<file path="src/rtl/glyph_pixel_pipe_if.sv">
// Handshake and glyph-ROM signal bundle for glyph_pixel_pipe.
// slave is the pipe's view; master is the requester/ROM/sink side.
interface glyph_pixel_pipe_if #(
  parameter int CODE_W         = 8,
  parameter int GLYPH_W        = 8,
  parameter int GLYPH_H        = 8,
  parameter int LINES_PER_WORD = 2,
  parameter int ADDR_W         = 13
);
  logic                                in_valid;
  logic                                in_ready;
  logic [CODE_W-1:0]                   ascii;
  logic [$clog2(GLYPH_W)-1:0]          pixel_count;
  logic [$clog2(GLYPH_H)-1:0]          line_count;
  logic                                invert;
  logic [ADDR_W-1:0]                   rom_addr;
  logic                                rom_en;
  logic [GLYPH_W*LINES_PER_WORD-1:0]   rom_data;
  logic                                out_valid;
  logic                                out_ready;
  logic                                pixel;
  logic                                bad_code;

  modport slave (
    input  in_valid, ascii, pixel_count, line_count, invert, rom_data, out_ready,
    output in_ready, rom_addr, rom_en, out_valid, pixel, bad_code
  );

  modport master (
    output in_valid, ascii, pixel_count, line_count, invert, rom_data, out_ready,
    input  in_ready, rom_addr, rom_en, out_valid, pixel, bad_code
  );
endinterface

</file>
<file path="src/rtl/glyph_pixel_pipe.sv">
// Pipelined glyph-ROM pixel fetcher: address generation, sideband delay line
// matching the ROM latency, and a registered pixel output with back-pressure.
module glyph_pixel_pipe #(
  parameter int CODE_W         = 8,
  parameter int GLYPH_W        = 8,
  parameter int GLYPH_H        = 8,
  parameter int LINES_PER_WORD = 2,
  parameter int ADDR_W         = 13,
  parameter int ROM_LAT        = 1,
  parameter int NUM_GLYPHS     = 128
) (
  input logic clk,
  input logic reset,
  glyph_pixel_pipe_if.slave bus
);

  localparam int PC_W  = $clog2(GLYPH_W);
  localparam int LPW_L = $clog2(LINES_PER_WORD);
  localparam int WPG_L = $clog2(GLYPH_H / LINES_PER_WORD);
  localparam int SUB_W = (LPW_L > 0) ? LPW_L : 1;
  localparam int POS_W = PC_W + LPW_L;

  logic              advance;
  logic              accept;
  logic              bad_in;
  logic [CODE_W-1:0] code_eff;
  logic [SUB_W-1:0]  sub_in;
  logic [POS_W-1:0]  pos;

  logic [ROM_LAT-1:0] st_valid;
  logic [ROM_LAT-1:0] st_inv;
  logic [ROM_LAT-1:0] st_bad;
  logic [PC_W-1:0]    st_pc  [ROM_LAT];
  logic [SUB_W-1:0]   st_sub [ROM_LAT];

  assign advance      = !bus.out_valid || bus.out_ready;
  assign bus.in_ready = advance && !reset;
  assign bus.rom_en   = advance;
  assign accept       = bus.in_valid && bus.in_ready;

  // Out-of-range codes read glyph 0 and are flagged downstream.
  assign bad_in   = 32'(bus.ascii) >= NUM_GLYPHS;
  assign code_eff = bad_in ? '0 : bus.ascii;

  // Words per glyph is a power of two, so the glyph base is a shift.
  assign bus.rom_addr = (ADDR_W'(code_eff) << WPG_L) | ADDR_W'(bus.line_count >> LPW_L);

  // Word bits are MSB-first, so the bit index is the inverted {sub_line, column}.
  if (LPW_L > 0) begin : g_sub
    assign sub_in = bus.line_count[SUB_W-1:0];
    assign pos    = {st_sub[ROM_LAT-1], st_pc[ROM_LAT-1]};
  end else begin : g_nosub
    assign sub_in = '0;
    assign pos    = st_pc[ROM_LAT-1];
  end

  always_ff @(posedge clk) begin
    if (reset) begin
      st_valid      <= '0;
      bus.out_valid <= 1'b0;
      bus.pixel     <= 1'b0;
      bus.bad_code  <= 1'b0;
    end else if (advance) begin
      st_valid[0] <= accept;
      st_inv[0]   <= bus.invert;
      st_bad[0]   <= bad_in;
      st_pc[0]    <= bus.pixel_count;
      st_sub[0]   <= sub_in;
      for (int i = 1; i < ROM_LAT; i++) begin
        st_valid[i] <= st_valid[i-1];
        st_inv[i]   <= st_inv[i-1];
        st_bad[i]   <= st_bad[i-1];
        st_pc[i]    <= st_pc[i-1];
        st_sub[i]   <= st_sub[i-1];
      end
      bus.out_valid <= st_valid[ROM_LAT-1];
      if (st_valid[ROM_LAT-1]) begin
        bus.pixel    <= bus.rom_data[~pos] ^ st_inv[ROM_LAT-1];
        bus.bad_code <= st_bad[ROM_LAT-1];
      end
    end
  end

endmodule
</file>
<file path="src/flat_wrapper.sv">
// flat-port wrapper written by rule: the top's interface ports become plain ports
module glyph_pixel_pipe_flat 
#(
  parameter int CODE_W         = 8,
  parameter int GLYPH_W        = 8,
  parameter int GLYPH_H        = 8,
  parameter int LINES_PER_WORD = 2,
  parameter int ADDR_W         = 13,
  parameter int ROM_LAT        = 1,
  parameter int NUM_GLYPHS     = 128
)
  (clk, reset, bus_in_valid, bus_ascii, bus_pixel_count, bus_line_count, bus_invert, bus_rom_data, bus_out_ready, bus_in_ready, bus_rom_addr, bus_rom_en, bus_out_valid, bus_pixel, bus_bad_code);
  glyph_pixel_pipe_if #(.CODE_W(CODE_W), .GLYPH_W(GLYPH_W), .GLYPH_H(GLYPH_H), .LINES_PER_WORD(LINES_PER_WORD), .ADDR_W(ADDR_W)) bus_i ();
  input logic clk;
  input logic reset;
  input wire logic [$bits(bus_i.in_valid)-1:0] bus_in_valid;
  input wire logic [$bits(bus_i.ascii)-1:0] bus_ascii;
  input wire logic [$bits(bus_i.pixel_count)-1:0] bus_pixel_count;
  input wire logic [$bits(bus_i.line_count)-1:0] bus_line_count;
  input wire logic [$bits(bus_i.invert)-1:0] bus_invert;
  input wire logic [$bits(bus_i.rom_data)-1:0] bus_rom_data;
  input wire logic [$bits(bus_i.out_ready)-1:0] bus_out_ready;
  output wire logic [$bits(bus_i.in_ready)-1:0] bus_in_ready;
  output wire logic [$bits(bus_i.rom_addr)-1:0] bus_rom_addr;
  output wire logic [$bits(bus_i.rom_en)-1:0] bus_rom_en;
  output wire logic [$bits(bus_i.out_valid)-1:0] bus_out_valid;
  output wire logic [$bits(bus_i.pixel)-1:0] bus_pixel;
  output wire logic [$bits(bus_i.bad_code)-1:0] bus_bad_code;
  assign bus_i.in_valid = bus_in_valid;
  assign bus_i.ascii = bus_ascii;
  assign bus_i.pixel_count = bus_pixel_count;
  assign bus_i.line_count = bus_line_count;
  assign bus_i.invert = bus_invert;
  assign bus_i.rom_data = bus_rom_data;
  assign bus_i.out_ready = bus_out_ready;
  assign bus_in_ready = bus_i.in_ready;
  assign bus_rom_addr = bus_i.rom_addr;
  assign bus_rom_en = bus_i.rom_en;
  assign bus_out_valid = bus_i.out_valid;
  assign bus_pixel = bus_i.pixel;
  assign bus_bad_code = bus_i.bad_code;
  glyph_pixel_pipe #(.CODE_W(CODE_W), .GLYPH_W(GLYPH_W), .GLYPH_H(GLYPH_H), .LINES_PER_WORD(LINES_PER_WORD), .ADDR_W(ADDR_W), .ROM_LAT(ROM_LAT), .NUM_GLYPHS(NUM_GLYPHS)) u_core (.clk(clk), .reset(reset), .bus(bus_i));
endmodule
</file>
<file path="config.mk">
export PLATFORM = sky130hd
export DESIGN_NAME = glyph_pixel_pipe_flat
export DESIGN_NICKNAME = d
export VERILOG_FILES = /design/src/rtl/glyph_pixel_pipe_if.sv /design/src/rtl/glyph_pixel_pipe.sv /design/src/flat_wrapper.sv
export SDC_FILE = /design/constraint.sdc
export NUM_CORES = 1
export LEC_CHECK = 0
export BUFFER_PORTS_ARGS = -buffer_cell sky130_fd_sc_hd__buf_2
export CAP_MARGIN = 30
export CORE_UTILIZATION = 37
export CTS_CLUSTER_DIAMETER = 50
export DETAILED_ROUTE_END_ITERATION = 6
export PLACE_DENSITY = 0.86
export SYNTH_ARGS = -nofsm -noshare
export SYNTH_HDL_FRONTEND = slang
export SYNTH_SLANG_ARGS = --single-unit
</file>
<file path="constraint.sdc">
create_clock -name clk -period 4.1 [get_ports clk]
set_clock_uncertainty 0.05 [all_clocks]
set_input_delay 0.205 -clock clk [delete_from_list [all_inputs] [get_ports clk]]
set_output_delay 0.205 -clock clk [all_outputs]
set_load 0.05 [all_outputs]
</file>
Yosys cells after proc, flatten, opt, wreduce, memory -nomap -nowiden
Memory sizes are Yosys's and may differ from the RTL's.
Cells that the tools add are included.
W data, S select, Z words.

word-level totals
  output and inout bits = 18
  memory bits (writable) = 4
  bits of input ports = 35
  memories = 2
  logic and storage cells = 27
  flip-flop bits (word level) = 6

memory list
  name           depth  width  rd ports  clocked after Yosys merged registers in  wr ports  RTL line                text
  u_core.st_pc   1      3      1         0                                        1         glyph_pixel_pipe.sv:33  logic [PC_W-1:0] st_pc [ROM_LAT];
  u_core.st_sub  1      1      1         0                                        1         glyph_pixel_pipe.sv:34  logic [SUB_W-1:0] st_sub [ROM_LAT];

cells by class
  order comparisons = 2
  multiplexer cells = 6
  bitwise logic cells = 4
  reduce and logical (&&, ||, !) cells = 7

operators with widths
  operator              count
  $or A10 B2 Y10        1
  $ge A8 B8 Y1 const B  1
  $mux W8               1
  $lt A4 B5 Y1 const B  1
  $bmux W1 S4           1
  $mux W1               4
  $not A4 Y4            1
  $reduce_and A2 Y1     2
  $logic_and A1 B1 Y1   2
  $logic_not A1 Y1      2
  $logic_or A1 B1 Y1    1
  $not A1 Y1            1
  $xor A1 B1 Y1         1

Longest topological paths before layout
  word-level depth = 5
  mapped depth = 5
  depth with buffers taken out = 5

Least setup slack after synthesis
OpenSTA, ideal clock, no wires.

  kind = register -> register
  start point = register u_core.bus.out_valid
  end point = register u_core.st_bad, enable pin
  required time = 3.652 ns
  buffers on the path = 0
  arrival = 1.591 ns
  library setup time = 0.398 ns
  stages on the path, launching flop included = 3
  slack = 2.061 ns
  period minus slack after synthesis = 2.039 ns
  cells stage by stage = dfxtp_1 -> nor2b_1 -> nor2_1

on the way
  longest elaborated chain between the ends = 3

ends and longest elaborated chain
  item                                RTL line                   text
  from (decl)                         glyph_pixel_pipe_if.sv:26  output in_ready, rom_addr, rom_en, out_valid, pixel, bad_code
  from (signal assigned)              glyph_pixel_pipe.sv:76     bus.out_valid <= st_valid[ROM_LAT-1];
  $logic_not A1 Y1                    glyph_pixel_pipe.sv:36     assign advance = !bus.out_valid || bus.out_ready;
  $logic_or A1 B1 Y1                  glyph_pixel_pipe.sv:36
  $reduce_and A2 Y1 (no source line)  -
  to (signal, indexed assignment)     glyph_pixel_pipe.sv:72     st_bad[i] <= st_bad[i-1];
  to (decl)                           glyph_pixel_pipe.sv:32     logic [ROM_LAT-1:0] st_bad;

Every way passes these cells.
A chain may end at the register's enable or synchronous reset.

Worst setup path in the final report
  start point = memory u_core.st_pc[0][2] (netlist name)
  end point = register u_core.bus.pixel

on the way
  longest elaborated chain between the ends = 5

ends and longest elaborated chain
  item                           RTL line                   text
  from (decl)                    glyph_pixel_pipe.sv:33
  $mem_v2 Z1 W3                  -
  $not A4 Y4                     glyph_pixel_pipe.sv:78     bus.pixel <= bus.rom_data[~pos] ^ st_inv[ROM_LAT-1];
  $bmux W1 S4                    glyph_pixel_pipe.sv:78
  $mux W1 (implied by the code)  glyph_pixel_pipe.sv:78
  $xor A1 B1 Y1                  glyph_pixel_pipe.sv:78
  to (signal assigned)           glyph_pixel_pipe.sv:78
  to (decl)                      glyph_pixel_pipe_if.sv:26

Every way passes these cells. The select of a mux whose other input is x is not followed.

==> impl_metrics.tcl <==
set metrics [dict create \
    cts_tree "yes" \
    grt_pass1_wl_mm 1.94 \
    tightest_slew_ns 0.530 \
    setup-violations-final 0 \
    cts-htree-levels 1 \
    grt_antenna_before_repair 0 \
    synth_ff_type "edfxtp_1" \
    area_growth_pct 40.8 \
    rsz0062_at_grt "no" \
    dieHeight_um 40.8 \
    io_buffers 44 \
    seqPwrFrac_pct 44.9 \
    clock-sinks 10 \
    cp.arrival_ns 2.14 \
    viasPerCell 4.85 \
    critical_path.max_fanout 4 \
    ant_nets 0 \
    syn_area_per_cell_um2 12.4 \
    fin_crit_sh_pct 49.1 \
    ys.warnings.count 0 \
    clock_path_buffers 2 \
    grt_pass1_vias 482 \
    drive_gt1_share_pct 53.9 \
    rows 13 \
    yosysTopAreaCellShare_pct 32.3 \
    fin_area_um2 786 \
    crit_chain "mux4_1 -> mux4_2 -> xnor2_1 -> a311oi_1" \
    top_layer "met4" \
    syn_inst 45 \
    clock.fmax_ghz 0.496 \
    relSlewSlack_pct 64.5 \
    regToRegEndpoint "u_core.bus.pixel" \
    vias 504 \
    routabilityCongestion 0.755 \
    io_pins 53 \
    required_ns 4.23 \
    fin_tns_setup_ns 0 \
    worst_hold_slack_ns 0.0683 \
    synthArstFlopShare_pct 0 \
    post_synth_num_cell_types 15 \
    rrSetupSlack_ns 2.09 \
    utilization_pct 58.2 \
    core_um2 1350 \
    firstDrtPassIters 3 \
    antenna_cells 0 \
    grt_usage_pct 19.6 \
    sw_frac_of_total_pct 31.7 \
    fp.dieArea_um2 1670 \
    cts_root_buf "clkbuf_4" \
    place_ws_ns 2.07 \
    p_switching_mw 0.0830 \
    synth_area_leaders "edfxtp_1 (32%), mux4_1 (19%), dfxtp_1 (14%), nor2b_1 (9.0%), buf_4 (8.1%)" \
    startpoint_type "flip-flop" \
    met1_length_um 375 \
    drv_slew 0 \
    syn_area_um2 558 \
    hold_buffers 0 \
    wl_met2_um 704 \
    die_width_um 40.8 \
    p_int_mw 0.179 \
    postCtsSetupBuffers 0 \
    grt_max_degree 9 \
    postPlaceCellArea_um2 759 \
    leakage_nw 0.387 \
    whs_path_depth 1 \
    final.min_clock_period_ns 2.01 \
    hold_viol 0 \
    hold_class "in2reg" \
    initial_core_util_pct 41.3 \
    synth_area_leader_cell "edfxtp_1" \
    max_cap_viol_count 0 \
    met3_length_um 118 \
    drt_iter0_markers 4 \
    insertion_delay_ns 0.27 \
    cts_buffers 3 \
    r2r-start "u_core.st_pc[0][2]" \
    synth-seq-cells 10 \
    ys_seq_area_share_pct 46.6 \
    clk_pin_slew_ns 0.07 \
    cp-end-kind "flip-flop" \
    remaining_drc_errors 0 \
    reg2reg_depth 4 \
    power.share.clock_pct 27.1 \
    final_nets 125 \
    path_class "reg2reg" \
    slowest_delay_ns 0.58 \
    ctsResizeCount 0 \
    grt-ovfl-total 0 \
    yosysMostFrequentCell "nor2b_1" \
    ir_worst_vdd_mv 0.159 \
    routed_wl_mm 1.25 \
    worstHoldStart "bus_line_count[0]" \
    post_drt_wl_per_cell_um 12.0 \
    synth-edff-count 6 \
    powerDensity_nw_per_um2 334 \
    ys_top_cells_by_count "nor2b_1 (8), buf_4 (6), edfxtp_1 (6)" \
    post-dp-hpwl_mm 1.06 \
    cpMaxStageDelayCell "mux4_1" \
    setup_slack_ns 2.09 \
    min_to "u_core.st_sub[0]" \
    status "completed" \
    pwr-share-comb_pct 28.0 \
]
## layout make-up
class / count / area [um2]
fill: 117 / 564
sequential: 10 / 260
multi-input combinational: 30 / 256
timing repair buffer: 44 / 220
clock buffer: 4 / 26.3
tap: 15 / 18.8
inverter: 1 / 3.75
## power by group through the flow
stage          Clock (mW)  Sequential, mW  Combinational [mW]
3_5_place_dp            0           0.120              0.0735
6_report           0.0711           0.118              0.0733
2_1_floorplan           0           0.126              0.0520
5_1_grt            0.0810           0.118              0.0787
4_1_cts            0.0743           0.118              0.0736
3_3_place_gp            0           0.119              0.0720
## registers in the layout, indices dropped and copies added, names as in the netlist
signal,flops
u_core.st_pc,3
u_core.bus.bad_code,1
u_core.bus.out_valid,1
u_core.bus.pixel,1
u_core.st_bad,1
u_core.st_inv,1
u_core.st_sub,1
u_core.st_valid,1
## placed cells by master, fill, tap and decap left out, drive strengths merged
master,netlist,final
a21oi,3,3
a311oi,1,1
buf,6,44
clkbuf,1,4
conb,1,4
dfxtp,4,4
edfxtp,6,6
inv,1,1
mux4,5,5
nand2,4,4
nand3,1,1
nor2,3,3
nor2b,8,8
xnor2,1,1
## stage by stage
stage               instances  power, mW
finish                    104      0.262
global route              104      0.278
CTS                       104      0.266
detailed placement        100      0.194
global placement          100      0.191
floorplan                  48      0.178
## per-layer routing
layer  vias up  global-route usage (%)
li1        241                       -
met1       224                    14.5
met2        33                    36.3
met3         6                    9.24
met4         0                    15.8
met5         -                       0
## worst max path at each step
stage                              start          endpoint  slack [ns]  cells after the start
floorplan           u_core.bus.out_valid     u_core.st_bad        2.06                      2
global placement      u_core.st_pc[0][2]  u_core.bus.pixel        2.15                      4
detailed placement    u_core.st_pc[0][2]  u_core.bus.pixel        2.07                      4
CTS                   u_core.st_pc[0][2]  u_core.bus.pixel        2.07                      4
global route          u_core.st_pc[0][2]  u_core.bus.pixel        1.99                      4
finish                u_core.st_pc[0][2]  u_core.bus.pixel        2.09                      4
## cell families (layout without fill, tap and decap cells)
kind of cell	after synthesis	count (layout)	synth area share, %
AO/OA/AOI/OAI	4	4	4.26
XOR/XNOR	1	1	1.57
buffers and inverters	8	49	9.42
flip-flops	10	10	46.6
multiplexers	5	5	22.9
other	1	4	0.672
AND/OR/NAND/NOR	16	16	14.6
## critical path, delay by kind of cell (launching register included)
family / cells / cell delay, ns
compound gates: 1 / 0.25
flops: 1 / 0.44
xor+xnor: 1 / 0.13
mux: 2 / 1.06
(Power assumes the default switching activity.)
